===== src/rtl/flash_sample_fetcher.sv =====
// flash_sample_fetcher: fetches 32-bit flash words over Avalon-MM and emits two 16-bit samples per word, one per sample tick
// clk, rst                 clock, synchronous active-high reset
// pause, forward           hold playback / ascending (1) or descending (0) addresses
// fetcher_reset            1-cycle pulse restarting the song from its start
// sample_freq_div          clk cycles per sample period (values below 2 act as 2)
// flash_*                  Avalon-MM read master (address, read, waitrequest, readdata, readdatavalid)
// sample_out, sample_valid current sample and its 1-cycle update strobe
module flash_sample_fetcher #(
  parameter int ADDR_WIDTH = 23,
  parameter logic [ADDR_WIDTH-1:0] MAX_ADDR = 23'h7FFFF,
  parameter int FREQ_DIV_WIDTH = 32
) (
  input  logic                      clk,
  input  logic                      rst,
  input  logic                      pause,
  input  logic                      forward,
  input  logic                      fetcher_reset,
  input  logic [FREQ_DIV_WIDTH-1:0] sample_freq_div,
  output logic [ADDR_WIDTH-1:0]     flash_address,
  output logic                      flash_read,
  input  logic                      flash_waitrequest,
  input  logic [31:0]               flash_readdata,
  input  logic                      flash_readdatavalid,
  output logic [15:0]               sample_out,
  output logic                      sample_valid
);
  typedef enum logic [1:0] {REQ, WAIT, HALF0, HALF1} state_t;
  state_t state_q, state_d;
  logic [ADDR_WIDTH-1:0] addr_q, addr_d, step_addr;
  logic [FREQ_DIV_WIDTH-1:0] cnt_q, cnt_d, eff_div;
  logic [31:0] word_q, word_d;
  logic [15:0] sample_q, sample_d;
  logic dir_q, dir_d, pend_q, pend_d, discard_q, discard_d, valid_q, valid_d;
  logic tick, emit, fetching, got;
  always_comb begin
    eff_div = sample_freq_div < FREQ_DIV_WIDTH'(2) ? FREQ_DIV_WIDTH'(2) : sample_freq_div;
    tick = !pause && cnt_q >= eff_div - FREQ_DIV_WIDTH'(1);
    fetching = state_q == REQ || state_q == WAIT;
    got = state_q == WAIT && flash_readdatavalid;
    // fetcher_reset outranks both a fresh tick and a held pend
    emit = !fetching && (tick || pend_q) && !fetcher_reset;
    step_addr = dir_q ? (addr_q == MAX_ADDR ? '0 : addr_q + ADDR_WIDTH'(1))
                      : (addr_q == '0 ? MAX_ADDR : addr_q - ADDR_WIDTH'(1));
    cnt_d = fetcher_reset || tick ? '0 : pause ? cnt_q : cnt_q + FREQ_DIV_WIDTH'(1);
    pend_d = fetcher_reset || emit ? 1'b0 : fetching && tick ? 1'b1 : pend_q;
    // a read already issued must still complete; its word is dropped on return
    discard_d = got ? 1'b0 : fetcher_reset && fetching ? 1'b1 : discard_q;
    word_d = got ? flash_readdata : word_q;
    dir_d = got ? forward : dir_q;
    addr_d = fetcher_reset ? (forward ? '0 : MAX_ADDR) : state_q == HALF1 && emit ? step_addr : addr_q;
    sample_d = emit ? ((dir_q == (state_q == HALF0)) ? word_q[15:0] : word_q[31:16]) : sample_q;
    valid_d = emit;
    state_d = state_q;
    case (state_q)
      REQ:     state_d = flash_waitrequest ? REQ : WAIT;
      WAIT:    state_d = !flash_readdatavalid ? WAIT : discard_q || fetcher_reset ? REQ : HALF0;
      HALF0:   state_d = fetcher_reset ? REQ : emit ? HALF1 : HALF0;
      default: state_d = fetcher_reset || emit ? REQ : HALF1;
    endcase
  end
  always_ff @(posedge clk) begin
    if (rst) begin
      state_q <= REQ;
      addr_q <= '0;
      cnt_q <= '0;
      word_q <= '0;
      sample_q <= '0;
      dir_q <= 1'b0;
      pend_q <= 1'b0;
      discard_q <= 1'b0;
      valid_q <= 1'b0;
    end else begin
      state_q <= state_d;
      addr_q <= addr_d;
      cnt_q <= cnt_d;
      word_q <= word_d;
      sample_q <= sample_d;
      dir_q <= dir_d;
      pend_q <= pend_d;
      discard_q <= discard_d;
      valid_q <= valid_d;
    end
  end
  assign flash_read = state_q == REQ && !rst;
  assign flash_address = addr_q;
  assign sample_out = sample_q;
  assign sample_valid = valid_q;
endmodule

===== config.mk =====
export PLATFORM = sky130hd
export DESIGN_NAME = flash_sample_fetcher
export DESIGN_NICKNAME = d
export VERILOG_FILES = /design/src/rtl/flash_sample_fetcher.sv
export SDC_FILE = /design/constraint.sdc
export NUM_CORES = 1
export LEC_CHECK = 0
export CORE_UTILIZATION = 40
export DETAILED_ROUTE_END_ITERATION = 6
export GPL_TIMING_DRIVEN = 0
export SLEW_MARGIN = 25
export SYNTH_ARGS = -nofsm -noshare
export SYNTH_HDL_FRONTEND = slang
export SYNTH_SLANG_ARGS = --single-unit

===== constraint.sdc =====
create_clock -name clk -period 18.1 [get_ports clk]
set_input_delay 2.715 -clock clk [delete_from_list [all_inputs] [get_ports clk]]
set_output_delay 2.715 -clock clk [all_outputs]
set_load 0.02 [all_outputs]

==> results_dict.tcl <==
set metrics [dict create \
    post_cts_buffers 0 \
    n_antenna_cell 0 \
    drive_gt1_share_pct 3.593 \
    num_rows 47 \
    ir_drop_mv 0.04776 \
    postSynthCellCount 877 \
    synth-main-ff-cell "dfxtp_1" \
    antenna_left 0 \
    area.growth.synth_to_final_pct 24.49 \
    design.die.area_sq_mm 0.01764 \
    worst_pin_slew_ns 1.140 \
    rsz0062_at_grt "false" \
    setup_viol_count_final 0 \
    cts_htree_levels 3 \
    r2r-start "flash_address[2]" \
    synth.distinct_cells 57 \
    cts-root-buf "clkbuf_16" \
    grt_pass1_wl_mm 33.45 \
    synth.net_count 985 \
    coreArea_sq_mm 0.01664 \
    cts_buffers 9 \
    synth_edf_count 0 \
    finalCriticalPeriod_ns 8.997 \
    setup_tns_ns 0 \
    syn_area_per_cell_sq_um 7.807 \
    slew_headroom_pct 23.32 \
    criticalPathCategory "input pin to flop" \
    min_from "discard_q" \
    cts_tree "built" \
    vias 6766 \
    p_per_area_mw_per_mm2 64.24 \
    fin_util_pct 51.21 \
    ys_seq_area_share_pct 31.87 \
    reg2reg_slack_ns 14.69 \
    hold_viol_final 0 \
    setup.worst_path.start "sample_freq_div[8]" \
    start_kind "input pin" \
    drc 0 \
    async_flop_share_pct 0 \
    final_min_period_over_clock_period_pct 49.71 \
    required_ns 18.31 \
    status "finished, final reports clean" \
    grt_max_degree 21 \
    hpwl_mm 15.24 \
    first_pass_iters 7 \
    nets 1105 \
    yosysTopAreaCell "dfxtp_1" \
    maxSlewViolCount 0 \
    gp_congestion 0.9293 \
    fillers 1668 \
    netlist_top_cells_area "dfxtp_1 32%, nand2_1 6.9%, ha_1 6.8%" \
    leakagePower_nw 2.931 \
    hp-class "flop to flop" \
    ios 112 \
    cp-end-kind "flop" \
    wl_per_cell_microns 16.82 \
    worstPathMaxFanout 10 \
    clock_skew_ns 0.01223 \
    cts_hold_buf 0 \
    arrival_ns 9.20 \
    clk_pin_slew_worst_paths_ns 0.08 \
    dp_slack_ns 8.451 \
    syn_area_sq_mm 0.006847 \
    start_util_pct 41.14 \
    clock_path_buffers 2 \
    cts_sinks 109 \
    die_y_microns 132.8 \
    placed_area_sq_mm 0.008218 \
    setup_slack_ns 9.103 \
    wirelength_mm 20.55 \
    grt_pass1_vias 6449 \
    maxCapViolCount 0 \
    grt_usage_pct 23.86 \
    port_buffers 109 \
    via_per_inst 5.537 \
    fmax_mhz 111.2 \
    yosysTopAreaCellShare_pct 31.87 \
    antenna_found_initial 0 \
    synth.ff_latch_count 109 \
    post_cts_resized 0 \
    drt_iter0_markers 475 \
    die_width_microns 132.8 \
    yosys_warnings 0 \
    fin_area_sq_mm 0.008523 \
    grt.overflow.total 0 \
    clock_latency_ns 0.36 \
]
[cells by family (layout without fill, tap and decap cells)]
family / after synthesis / count (layout) / share of synthesized area (%)
flip-flops: 109 / 109 / 31.87
multiplexers: 18 / 18 / 2.632
AO/OA/AOI/OAI: 195 / 195 / 18.91
AND/OR/NAND/NOR: 369 / 369 / 25.79
adder cells (fa/ha/maj): 37 / 37 / 6.762
XOR/XNOR: 77 / 77 / 9.850
buffers and inverters: 72 / 197 / 4.185
[per-stage QoR]
step	total power (W)	hold slack, ns	std cells
4_1_cts	0.0005517	0.4535	1222
5_1_grt	0.0005721	0.4745	1222
3_3_place_gp	0.0003507	0.4407	1206
6_report	0.0005475	0.4534	1222
2_1_floorplan	0.0003102	0.4261	877
3_5_place_dp	0.0003509	0.4467	1206
[synth_stat cells (9+ instances only)]
library cell	instances
nand2_1	126
dfxtp_1	109
nor2_1	86
a21oi_1	82
clkbuf_1	48
xnor2_1	47
ha_1	37
nor3_1	31
xor2_1	30
nand3_1	27
nand4_1	25
o21ai_0	21
a311oi_1	18
mux2i_1	18
or3_1	13
inv_1	12
a211oi_1	11
a221oi_1	11
nor4_1	11
a31oi_1	9
[critical path, cell delays in order]
cell             delay (ns)
clkdlybuf4s50_1        0.49
or4_4                  0.56
or4_1                  0.46
nand4b_1               0.26
o31ai_1                0.38
ha_1                   0.25
nor2b_1                0.24
nand2_1                0.17
or3_1                  0.46
nor2_1                 0.23
and2_1                 0.21
nand2_1                0.07
xor2_1                 0.20
ha_1                   0.29
nand4_1                0.15
nor2_1                 0.06
a221o_1                0.31
or3_1                  0.44
a221o_1                0.37
buf_2                  0.19
a21oi_2                0.49
a221oi_1               0.18
[report_power, final]
part / internal [W] / switching (W) / leakage (nW) / total [W]
combinational: 0.0000423 / 0.0000527 / 1.90 / 0.0000949
sequential: 0.000246 / 0.00000525 / 0.885 / 0.000251
clock: 0.000101 / 0.000100 / 0.145 / 0.000201
total: 0.000389 / 0.000158 / 2.93 / 0.000548
[state kept, by name (all words and copies together), names as in the netlist]
name / flops
state_q: 2
dir_q: 1
discard_q: 1
sample_out: 16
pend_q: 1
flash_address: 23
sample_valid: 1
cnt_q: 32
word_q: 32
[area by class of cell]
class                      instances  area, sq um  share of cell area, %
sequential                       109         2182                  25.60
timing repair buffer             109         1091                  12.80
clock buffer                      10        239.0                  2.804
inverter                          13        48.80                 0.5725
buffer                            59        237.7                  2.789
multi-input combinational        696         4388                  51.48
clock inverter                     6        61.31                 0.7193
tap                              220        275.3                  3.230
[per-layer routing]
| layer | wire (microns) | up-vias | track usage [%] |
|---|---|---|---|
| met2 | 9073 | 239 | 37.11 |
| met3 | 1375 | 34 | 4.291 |
| li1 | - | 3432 | - |
| met5 | 0 | - | 0 |
| met1 | 9646 | 3061 | 32.58 |
| met4 | 452 | 0 | 9.323 |
[placed cells by master (no fill, tap or decap), drive strengths merged, types with 16 or more instances in the layout]
cell             n
nand2          126
dfxtp          109
clkdlybuf4s50  109
nor2            86
a21oi           83
clkbuf          58
xnor2           47
ha              37
nor3            31
xor2            30
nand3           27
nand4           25
o21ai           21
mux2i           18
a311oi          18
inv             16
[worst paths after layout]
kind	endpoint	cells after the start
min reg2reg	state_q[1]	1
max	flash_address[14]	22
max reg2reg	flash_address[22]	8
min	state_q[1]	1
Note: power is estimated with default switching activity, not from simulation.
